===== config.mk =====
export PLATFORM = sky130hd
export DESIGN_NAME = fetch_ctrl_flat
export DESIGN_NICKNAME = d
export VERILOG_FILES = /design/src/rtl/fetch_ctrl_if.sv /design/src/rtl/fetch_ctrl.sv /design/src/flat_wrapper.sv
export SDC_FILE = /design/constraint.sdc
export NUM_CORES = 1
export LEC_CHECK = 0
export CORE_MARGIN = 2
export CORE_UTILIZATION = 44
export CTS_BUF_LIST = sky130_fd_sc_hd__clkbuf_8 sky130_fd_sc_hd__clkbuf_16
export CTS_CLUSTER_SIZE = 24
export DETAILED_ROUTE_END_ITERATION = 12
export PLACE_DENSITY = 0.75
export RECOVER_POWER = 100
export SLEW_MARGIN = 10
export SYNTH_ARGS = -nofsm -noshare
export SYNTH_HDL_FRONTEND = slang
export SYNTH_SLANG_ARGS = --single-unit

===== constraint.sdc =====
create_clock -name clk -period 1.85 [get_ports clk]
set_clock_uncertainty 0.2 [all_clocks]
set_input_delay 0.185 -clock clk [delete_from_list [all_inputs] [get_ports clk]]
set_output_delay 0.185 -clock clk [all_outputs]
set_load 0.01 [all_outputs]

===== src/rtl/fetch_ctrl_if.sv =====
// Fetch-controller bundle: consumer handshake, redirect requests and ROM read port.
// master = fetch_ctrl side, slave = consumer/ROM/redirect environment.
interface fetch_ctrl_if #(parameter int ADDR_W = 6);
    logic              stallIn;
    logic              brReq;
    logic [ADDR_W-1:0] brTarget;
    logic              trapReq;
    logic [ADDR_W-1:0] trapVec;
    logic              romReq;
    logic [ADDR_W-1:0] romAddr;
    logic              romAck;
    logic              instValid;
    logic [ADDR_W-1:0] instAddr;
    logic              flushOut;
    logic              misalignErr;

    modport master (
        input  stallIn, brReq, brTarget, trapReq, trapVec, romAck,
        output romReq, romAddr, instValid, instAddr, flushOut, misalignErr
    );
    modport slave (
        output stallIn, brReq, brTarget, trapReq, trapVec, romAck,
        input  romReq, romAddr, instValid, instAddr, flushOut, misalignErr
    );
endinterface


===== src/rtl/fetch_ctrl.sv =====
// Instruction fetch controller: PC sequencing, ROM handshake, branch/trap redirect with flush.
// Optional FETCH_CTRL_MISALIGN_CHK_EN: odd redirect targets set sticky misalignErr and are rounded down.
module fetch_ctrl #(
    parameter int                ADDR_W     = 6,
    parameter logic [ADDR_W-1:0] RESET_ADDR = '0,
    parameter int                STEP       = 2
) (
    input  logic          clk,
    input  logic          resetIn,
    fetch_ctrl_if.master  bus
);
    typedef enum logic [1:0] {IDLE, FETCH, VALID, DRAIN} state_t;

    localparam logic [ADDR_W-1:0] STEP_W = ADDR_W'(STEP);

    state_t            state, state_nxt;
    logic [ADDR_W-1:0] pc, pc_nxt, rom_addr, rom_addr_nxt, inst_addr, inst_addr_nxt;
    logic [ADDR_W-1:0] tgt_raw, tgt;
    logic              started, inst_valid, inst_valid_nxt, flush, flush_nxt, redir;

    assign tgt_raw = bus.trapReq ? bus.trapVec : bus.brTarget;
    assign redir   = (state != IDLE) && (bus.trapReq || bus.brReq);

`ifdef FETCH_CTRL_MISALIGN_CHK_EN
    logic mis;
    assign tgt = {tgt_raw[ADDR_W-1:1], 1'b0};
    always_ff @(posedge clk or negedge resetIn) begin
        if (!resetIn)                  mis <= 1'b0;
        else if (redir && tgt_raw[0])  mis <= 1'b1;
    end
    assign bus.misalignErr = mis;
`else
    assign tgt             = tgt_raw;
    assign bus.misalignErr = 1'b0;
`endif

    always_comb begin
        state_nxt      = state;
        pc_nxt         = pc;
        rom_addr_nxt   = rom_addr;
        inst_valid_nxt = inst_valid;
        inst_addr_nxt  = inst_addr;
        flush_nxt      = 1'b0;
        unique case (state)
            IDLE: begin
                // started delays the first request so IDLE lasts one full cycle after release
                if (started) begin
                    state_nxt    = FETCH;
                    rom_addr_nxt = pc;
                end
            end
            FETCH: begin
                if (redir) begin
                    pc_nxt         = tgt;
                    flush_nxt      = 1'b1;
                    inst_valid_nxt = 1'b0;
                    if (bus.romAck) begin
                        state_nxt    = FETCH;
                        rom_addr_nxt = tgt;
                    end else begin
                        state_nxt    = DRAIN;
                    end
                end else if (bus.romAck) begin
                    state_nxt      = VALID;
                    inst_valid_nxt = 1'b1;
                    inst_addr_nxt  = pc;
                    pc_nxt         = pc + STEP_W;
                end
            end
            VALID: begin
                if (redir) begin
                    pc_nxt         = tgt;
                    flush_nxt      = 1'b1;
                    inst_valid_nxt = 1'b0;
                    state_nxt      = FETCH;
                    rom_addr_nxt   = tgt;
                end else if (!bus.stallIn) begin
                    inst_valid_nxt = 1'b0;
                    state_nxt      = FETCH;
                    rom_addr_nxt   = pc;
                end
            end
            DRAIN: begin
                // old request stays on the bus until its ack, which is then dropped
                if (redir) begin
                    pc_nxt    = tgt;
                    flush_nxt = 1'b1;
                end
                if (bus.romAck) begin
                    state_nxt    = FETCH;
                    rom_addr_nxt = redir ? tgt : pc;
                end
            end
            default: state_nxt = IDLE;
        endcase
    end

    always_ff @(posedge clk or negedge resetIn) begin
        if (!resetIn) begin
            state      <= IDLE;
            started    <= 1'b0;
            pc         <= RESET_ADDR;
            rom_addr   <= RESET_ADDR;
            inst_valid <= 1'b0;
            inst_addr  <= '0;
            flush      <= 1'b0;
        end else begin
            state      <= state_nxt;
            started    <= 1'b1;
            pc         <= pc_nxt;
            rom_addr   <= rom_addr_nxt;
            inst_valid <= inst_valid_nxt;
            inst_addr  <= inst_addr_nxt;
            flush      <= flush_nxt;
        end
    end

    assign bus.romReq    = (state == FETCH) || (state == DRAIN);
    assign bus.romAddr   = rom_addr;
    assign bus.instValid = inst_valid;
    assign bus.instAddr  = inst_addr;
    assign bus.flushOut  = flush;
endmodule


===== src/flat_wrapper.sv =====
// flat-port wrapper written by rule: the top's interface ports become plain ports
module fetch_ctrl_flat 
#(
    parameter int                ADDR_W     = 6,
    parameter logic [ADDR_W-1:0] RESET_ADDR = '0,
    parameter int                STEP       = 2
)
  (clk, resetIn, bus_stallIn, bus_brReq, bus_brTarget, bus_trapReq, bus_trapVec, bus_romAck, bus_romReq, bus_romAddr, bus_instValid, bus_instAddr, bus_flushOut, bus_misalignErr);
  fetch_ctrl_if #(.ADDR_W(ADDR_W)) bus_i ();
  input  logic clk;
  input  logic resetIn;
  input wire logic [$bits(bus_i.stallIn)-1:0] bus_stallIn;
  input wire logic [$bits(bus_i.brReq)-1:0] bus_brReq;
  input wire logic [$bits(bus_i.brTarget)-1:0] bus_brTarget;
  input wire logic [$bits(bus_i.trapReq)-1:0] bus_trapReq;
  input wire logic [$bits(bus_i.trapVec)-1:0] bus_trapVec;
  input wire logic [$bits(bus_i.romAck)-1:0] bus_romAck;
  output wire logic [$bits(bus_i.romReq)-1:0] bus_romReq;
  output wire logic [$bits(bus_i.romAddr)-1:0] bus_romAddr;
  output wire logic [$bits(bus_i.instValid)-1:0] bus_instValid;
  output wire logic [$bits(bus_i.instAddr)-1:0] bus_instAddr;
  output wire logic [$bits(bus_i.flushOut)-1:0] bus_flushOut;
  output wire logic [$bits(bus_i.misalignErr)-1:0] bus_misalignErr;
  assign bus_i.stallIn = bus_stallIn;
  assign bus_i.brReq = bus_brReq;
  assign bus_i.brTarget = bus_brTarget;
  assign bus_i.trapReq = bus_trapReq;
  assign bus_i.trapVec = bus_trapVec;
  assign bus_i.romAck = bus_romAck;
  assign bus_romReq = bus_i.romReq;
  assign bus_romAddr = bus_i.romAddr;
  assign bus_instValid = bus_i.instValid;
  assign bus_instAddr = bus_i.instAddr;
  assign bus_flushOut = bus_i.flushOut;
  assign bus_misalignErr = bus_i.misalignErr;
  fetch_ctrl #(.ADDR_W(ADDR_W), .RESET_ADDR(RESET_ADDR), .STEP(STEP)) u_core (.clk(clk), .resetIn(resetIn), .bus(bus_i));
endmodule

After elaboration in Yosys (flattened, before gate mapping)
Index checks and enable logic that the tools add are counted.
{ "totals": {"wordCells": 59, "in_bits": 18, "output_inout_bits": 16, "register_bits": 23} }
{ "op_classes": {"n_mux": 27, "addsub": 1, "n_reduce_logical": 14, "bitwise_logic": 1, "eq_ne": 9} }
{ "op_table": {"columns": ["operator", "count"], "rows": [
  ["$mux W6", 10],
  ["$pmux W6 S4", 1],
  ["$mux W2", 7],
  ["$pmux W6 S2", 1],
  ["$pmux W2 S4", 1],
  ["$add A6 B2 Y6 const B", 1],
  ["$mux W1", 6],
  ["$ne A3 B2 Y1 const B", 2],
  ["$reduce_and A3 Y1", 2],
  ["$reduce_bool A2 Y1", 3],
  ["$reduce_and A5 Y1", 1],
  ["$eq A2 B2 Y1 const B", 2],
  ["$ne A2 B1 Y1 const B", 2],
  ["$ne A2 B2 Y1 const B", 2],
  ["$reduce_and A4 Y1", 1],
  ["$reduce_or A3 Y1", 1],
  ["$eq A2 B1 Y1 const B", 1],
  ["$logic_not A2 Y1", 1],
  ["$logic_or A1 B1 Y1", 2],
  ["$pmux W1 S2", 1],
  ["$reduce_and A2 Y1", 1],
  ["$reduce_or A2 Y1", 1],
  ["$logic_and A1 B1 Y1", 1],
  ["$not A1 Y1", 1]
]} }

Depth between registers and ports, before layout
Gate-level depths: netlist of run 1.
{ "depth": {"word_depth": 5, "ltp_mapped": 8, "depth_no_buf": 6} }

Worst setup path after synthesis of run 1
OpenSTA, ideal clock, no wires.
{ "synth_timing": {"path_type": "register to register", "from": "register u_core.state[0]", "to": "register u_core.rom_addr[1] (netlist: u_core.bus.romAddr[1])", "path_slack_ns": -0.163, "period_less_slack_ns": 2.013, "t_required_ns": 1.525, "path_stages_with_launch": 8, "arrival_time_ns": 1.688, "path_buffers": 1, "setup_ns": 0.125, "cell_sequence": "dfrtp_1 inv_1 ha_1 or2_0 buf_2 a21oi_1 o32ai_1 mux2_4"} }
{ "synth_between": {"elab_chain_cells": 5, "word_cells_on_any_way": 16, "cone_classes": "eq/ne: 8; mux: 4; reduce/logical: 4"} }
{ "synth_lines": {"columns": ["element", "line_no", "rtl"], "rows": [
  ["start, declared", "fetch_ctrl.sv:16", "state_t state, state_nxt;"],
  ["start signal, assigned", "fetch_ctrl.sv:108", "state <= state_nxt;"],
  ["$reduce_bool A2 Y1", "fetch_ctrl.sv:22", "assign redir = (state != IDLE) && (bus.trapReq || bus.brReq);"],
  ["$logic_and A1 B1 Y1", "fetch_ctrl.sv:22", null],
  ["$mux W6", null, null],
  ["$mux W6", "fetch_ctrl.sv:89", "if (bus.romAck) begin"],
  ["$pmux W6 S4", "fetch_ctrl.sv:44", "unique case (state)"],
  ["end signal, assigned", "fetch_ctrl.sv:111", "rom_addr <= rom_addr_nxt;"],
  ["end, declared", "fetch_ctrl.sv:17", "logic [ADDR_W-1:0] pc, pc_nxt, rom_addr, rom_addr_nxt, inst_addr, inst_addr_nxt;"]
]} }
Parallel ways exist; a longest one is shown, timed or not. The select of a mux whose other input is x is not followed.
A chain may end at the register's enable or synchronous reset.

Worst setup path after layout of run 1
{ "layout_timing": {"from": "register u_core.state[1]", "to": "register u_core.rom_addr[5] (netlist: u_core.bus.romAddr[5])"} }
Same word-level chain as after synthesis.

==> results of run 1 <==
-- cells by family (layout without fill, tap and decap cells) --
kind of cell	Yosys count	after routing	synth area share [%]
AO/OA/AOI/OAI	45	45	22.3
AND/OR/NAND/NOR	30	30	10.4
flip-flops	23	23	41.5
buffers and inverters	22	78	8.11
multiplexers	12	12	10.9
adder cells (fa/ha/maj)	7	7	6.31
other	2	2	0.541
-- worst reg2reg max path, stage by stage, from the launching register on --
cell,delay (ns)
dfrtp_1,0.42
inv_2,0.12
ha_4,0.15
o21bai_4,0.13
nand3_2,0.09
a32o_2,0.29
buf_12,0.15
mux2_4,0.30
-- power by group --
group	internal (W)	total [W]	leakage (nW)	switching, W
Combinational	0.00121	0.00221	0.642	0.000997
Clock	0.000148	0.000305	0.0269	0.000157
Sequential	0.000735	0.000899	0.277	0.000163
Total	0.00209	0.00341	0.945	0.00132
-- cells in the mapped netlist (2+ instances only) --
| master | n |
|---|---|
| a21oi_1 | 11 |
| a31oi_1 | 2 |
| a32o_1 | 2 |
| buf_2 | 3 |
| buf_6 | 3 |
| clkbuf_1 | 3 |
| conb_1 | 2 |
| dfrtp_1 | 23 |
| ha_1 | 7 |
| inv_1 | 12 |
| mux2_4 | 6 |
| mux2i_1 | 5 |
| nand2_1 | 11 |
| nand3_1 | 4 |
| nand4_1 | 2 |
| nor2_1 | 6 |
| o21ai_0 | 10 |
| o22ai_1 | 3 |
| o31ai_1 | 2 |
| o32ai_1 | 6 |
| or2_2 | 2 |
-- sequential cells by signal (all words and copies together) (netlist names) --
| register | count |
|---|---|
| u_core.state | 2 |
| u_core.bus.romAddr | 6 |
| u_core.started | 1 |
| u_core.bus.instAddr | 6 |
| u_core.bus.flushOut | 1 |
| u_core.bus.instValid | 1 |
| u_core.pc | 6 |
-- worst paths after layout --
kind | cells past startpoint | start | slack, ns | endpoint
setup / recovery | 7 | u_core.state[1] | -0.1 | u_core.bus.romAddr[5]
hold / removal | 2 | resetIn | 0.25 | u_core.pc[1]
setup reg to reg | 7 | u_core.state[1] | -0.1 | u_core.bus.romAddr[5]
hold reg to reg | 2 | u_core.bus.instAddr[2] | 0.28 | u_core.bus.instAddr[2]
max in group asynchronous | 2 | resetIn | 0.82 | u_core.pc[0]
min in group clk | 2 | u_core.bus.instAddr[2] | 0.28 | u_core.bus.instAddr[2]
-- per-layer routing --
metal	global-route usage [%]	wire [um]
met1	26.8	1550
met2	39.8	1920
met3	6.28	243
met4	7.62	111
met5	0	0
-- per-stage QoR --
| stage | cells | cell area, um^2 | hold WS (ns) |
|---|---|---|---|
| finish | 241 | 2120 | 0.245 |
| global route | 241 | 2120 | 0.297 |
| CTS | 239 | 2050 | 0.0863 |
| detailed placement | 232 | 1950 | 0.273 |
| global placement | 232 | 1950 | 0.261 |
| floorplan | 141 | 1440 | -0.311 |
-- timing repair --
item / 4_1_cts / 5_1_grt
resized for setup: 15 / 13
pin swaps: 4 / 2
endpoints found under the setup margin: 13 / 16
buffers inserted: 4 / 2
hold buffers: 0 / 0
-- area by class of cell --
type	instances	area, um^2	share of cell area (%)
clock inverters	1	3.75	0.177
repair buffers	62	577	27.2
inverters	12	45.0	2.12
well taps	44	55.1	2.59
clock buffers	3	41.3	1.94
multi-input cells	96	826	38.9
flip-flops and latches	23	576	27.1
==> metrics.yaml, run 1 <==
global_route:
  grt_max_degree: 24
  grt_util_all_layers_pct: 22.8
  antenna_found_initial: 0
  grt_first_pass_wirelength_um: 6200
  grt_pass1_vias: 1355
  grt_overflow: 0
synth:
  yosysTopAreaCellShare_pct: 41.5
  yosysWarnings: 0
  ys_types: 37
  syn_inst: 141
  synth_edf_count: 0
  ys_seq_elements: 23
  syn_nets: 166
  async_reset_ff_share_pct: 100
  synthFlopType: "dfrtp_1"
  ys_seq_area_share_pct: 41.5
  synth_top_cell_by_area: "dfrtp_1"
  avgSynthCellArea_um2: 9.84
  synth_area_leaders: "dfrtp_1 (41%), mux2_4 (6.5%), ha_1 (6.3%)"
  synth.cell_area_um2: 1390
die:
  io_pins: 34
  start_util_pct: 45.8
  die_w_um: 60.2
  core_um2: 3030
  placementRows: 20
  die_y_um: 60.2
  fp.dieArea_um2: 3620
timing:
  rsz0062_at_grt: "yes"
  min_period_over_period_pct: 105
  setup_slack_ns: -0.0986
  layout_min_cycle_time_ns: 1.95
  worst_pin_slew_ns: 0.579
  finalSetupViolCount: 9
  fin_setup_tns_ns: -0.643
  hold_viol_final: 0
  drv_slew: 0
  fmax_ghz: 0.513
  slew_headroom_pct: 61.4
clock_tree:
  cts_buffer_depth: 2
  cts_tree: "done"
  cts_buffers: 3
  root_buffer: "clkbuf_8"
  htree_num_levels: 1
  clk_latency_ns: 0.26
  clk_pin_slew_ns: 0.08
  cts_num_sinks: 23
setup_path:
  startpoint_type: "flip-flop"
  required_ns: 1.80
  critical_path_class: "reg2reg"
  slowest_delay_ns: 0.42
  worstPathArrival_ns: 1.90
  cp_top_family: "flip-flops"
  end_kind: "flip-flop"
  cpMaxStageDelayCell: "dfrtp_1"
  path_cells: "inv_2 > ha_4 > o21bai_4 > nand3_2 > a32o_2 > buf_12 > mux2_4"
  crit_fanout: 7
  cp_num_buf_inv: 2
routing:
  wl_per_cell_um: 15.9
  drt_iter0_markers: 56
  viasPerCell: 5.51
  dr.pass1.iters: 4
  drc_errors: 0
  antenna_left: 0
  vias: 1327
  wirelength_um: 3820
worst_hold_path:
  worstHoldPathType: "in2async"
placement:
  io_buffers: 32
  place_congestion: 0.883
  dp_slack_ns: -0.210
  place_hpwl_um: 2800
layout:
  post-route-util_pct: 70.1
  syn_to_final_growth_pct: 53.0
  layout_common_cells: "clkdlybuf4s50_1 (29), buf_4 (25), dfrtp_1 (23)"
  num_antenna_cells: 0
  num-fill-cells: 233
  nets: 223
  drive_above_1_share_pct: 34.0
  mostFrequentLayoutCell: "clkdlybuf4s50_1"
power:
  power.density_nw_per_um2: 1610
  cellLeakagePower_nw: 0.945
  irDropWorstVdd_mv: 0.827
  finalPower_w: 0.00341
outcome:
  violations: "setup timing"
  outcome: "finished with violations"
flow_run:
  drv_cap: 0
Note: power is estimated with default switching activity, not from simulation.
==> run 2: changes to the inputs <==
--- a/config.mk
+++ b/config.mk
@@ -5,7 +5,7 @@
 export SDC_FILE = /design/constraint.sdc
 export NUM_CORES = 1
 export LEC_CHECK = 0
-export CORE_MARGIN = 2
+export CORE_ASPECT_RATIO = 1.5
 export CORE_UTILIZATION = 44
 export CTS_BUF_LIST = sky130_fd_sc_hd__clkbuf_8 sky130_fd_sc_hd__clkbuf_16
 export CTS_CLUSTER_SIZE = 24
==> metrics.yaml, run 2 (synthesis results as in run 1) <==
routing:
  antenna_left: 0  # unchanged
  wl_per_cell_um: 18.1  # +14%
  drc_errors: 0  # unchanged
  viasPerCell: 5.59  # +1.6%
  dr.pass1.iters: 4  # unchanged
  drt_iter0_markers: 45  # -20%
  vias: 1320  # -0.53%
  wirelength_um: 4280  # +12%
global_route:
  grt_util_all_layers_pct: 26.3  # +3.5 points
  grt_pass1_vias: 1369  # +1.0%
  grt_overflow: 0  # unchanged
  grt_max_degree: 24  # unchanged
  grt_first_pass_wirelength_um: 6360  # +2.7%
  antenna_found_initial: 0  # unchanged
outcome:
  outcome: "finished with violations"
  violations: "setup timing"
power:
  power.density_nw_per_um2: 1580  # -1.6%
  irDropWorstVdd_mv: 1.01  # +23%
  cellLeakagePower_nw: 0.978  # +3.4%
timing:
  finalSetupViolCount: 12  # +3
  min_period_over_period_pct: 110  # +4.8 points
  setup_slack_ns: -0.187  # -0.0880 ns
  worst_pin_slew_ns: 0.589  # +0.0102 ns
  hold_viol_final: 0  # unchanged
  fmax_ghz: 0.491  # -4.3%
  layout_min_cycle_time_ns: 2.04  # +0.0880 ns
  slew_headroom_pct: 60.7  # -0.68 points
  rsz0062_at_grt: "yes"
  fin_setup_tns_ns: -1.61  # -0.965 ns
  drv_slew: 0  # unchanged
layout:
  num_antenna_cells: 0  # unchanged
  nets: 223  # unchanged
  layout_common_cells: "buf_4 (22), dfrtp_1 (22), clkdlybuf4s50_1 (16)"
  syn_to_final_growth_pct: 57.3
  multiInputGateArea_um2: 896  # +8.5%
  num-fill-cells: 219  # -6.0%
  final-seq-area_um2: 577  # +0.22%
  drive_above_1_share_pct: 37.6  # +3.6 points
  post-route-util_pct: 74.1  # +4.0 points
setup_path:
  slowest_delay_ns: 0.45  # +0.03 ns
  crit_fanout: 5  # -2
  cpMaxStageDelayCell: "dfrtp_2"
  path_cells: "buf_6 > ha_4 > or2_4 > a21oi_4 > o32ai_4 > mux2_4"
  critical_path_class: "reg2reg"
  cp_num_buf_inv: 1  # -1
  startpoint_type: "flip-flop"
  worstPathArrival_ns: 1.99  # +0.09 ns
  cp_top_family: "flip-flops"
  required_ns: 1.80  # about the same
  end_kind: "flip-flop"
clock_tree:
  root_buffer: "clkbuf_8"
  cts_num_sinks: 23  # unchanged
  cts_tree: "done"
  clk_latency_ns: 0.26  # about the same
  clk_pin_slew_ns: 0.08  # about the same
  htree_num_levels: 1  # unchanged
  cts_buffers: 3  # unchanged
  cts_buffer_depth: 2  # unchanged
die:
  fp.dieArea_um2: 3390  # -6.4%
  die_w_um: 47.9  # -20%
  io_pins: 34  # unchanged
  core_um2: 2940  # -2.8%
  start_util_pct: 47.2  # +1.3 points
  placementRows: 24  # +20%
  die_y_um: 70.8  # +18%
worst_hold_path:
  worstHoldPathType: "in2async"
placement:
  place_hpwl_um: 2960  # +5.5%
  place_congestion: 0.857  # -3.0%
  io_buffers: 32  # unchanged
flow_run:
  drv_cap: 0  # unchanged
[run 2: changes by cell type in the layout (fill, tap and decap cells not counted), moves of 2 or more]
cell,before,now
buf_6,3,5
dlygate4sd3_1,2,15
buf_4,25,22
o32ai_2,0,3
o32ai_1,6,2
clkdlybuf4s50_1,29,16
[run 2: worst paths after layout]
path | from | end | slack, ns | depth (start not counted)
worst max-delay path | u_core.state[1] | u_core.bus.romAddr[3] | -0.19 | 6
worst min-delay path | resetIn | u_core.bus.instAddr[2] | 0.24 | 2
worst max register to register | u_core.state[1] | u_core.bus.romAddr[3] | -0.19 | 6
worst min register to register | u_core.bus.instAddr[2] | u_core.bus.instAddr[2] | 0.28 | 2
max in group asynchronous | resetIn | u_core.state[1] | 0.79 | 2
min in group clk | u_core.bus.instAddr[2] | u_core.bus.instAddr[2] | 0.28 | 2
[run 2: area by class of cell]
class	count	area share (%)
Multi-Input combinational cell	96	41.1
Tap cell	39	2.24
Clock buffer	3	1.89
Inverter	12	2.06
Clock inverter	1	0.172
Sequential cell	23	26.4
Timing Repair Buffer	62	26.1
[run 2: through the flow]
| step | total power (W) | area [um^2] | setup slack, ns | std cells | hold WS, ns |
|---|---|---|---|---|---|
| 3_5_place_dp | 0.00281 | 1940 | -0.240 | 226 | 0.270 |
| 3_3_place_gp | 0.00274 | 1940 | -0.172 | 226 | 0.261 |
| 4_1_cts | 0.00321 | 2050 | -0.104 | 233 | 0.0826 |
| 5_1_grt | 0.00365 | 2180 | -0.240 | 236 | 0.300 |
| 6_report | 0.00345 | 2180 | -0.187 | 236 | 0.243 |
| 2_1_floorplan | 0.00201 | 1440 | -0.0248 | 141 | -0.311 |
[run 2: what timing repair did]
| item | CTS | global route |
|---|---|---|
| endpoints found under the hold margin | 0 | 0 |
| hold buffers | 0 | 0 |
| pin swaps | 6 | 15 |
| cloned | 0 | 1 |
| setup endpoints to repair | 13 | 16 |
| gates resized for setup | 17 | 23 |
| setup buffers | 4 | 3 |
[run 2: power by group]
| group | switching (W) | total [W] | internal [W] |
|---|---|---|---|
| sequential | 0.000176 | 0.000914 | 0.000737 |
| clock | 0.000162 | 0.000310 | 0.000148 |
| combinational | 0.00107 | 0.00222 | 0.00115 |
[run 2: per-layer routing]
metal	vias to the layer above	wire (um)	part of all wire (%)	track usage [%]
met5	-	0	0	0
met2	56	2510	59	46.5
met1	641	1530	36	29.5
met4	0	80	1.9	11.7
met3	10	167	3.9	2.55
li1	613	-	-	-
[run 2: worst reg2reg max path, cell delays in order (launching register included)]
cell and delay [ns]:
dfrtp_2 0.45, buf_6 0.13, ha_4 0.16, or2_4 0.29
a21oi_4 0.29, o32ai_4 0.14, mux2_4 0.27
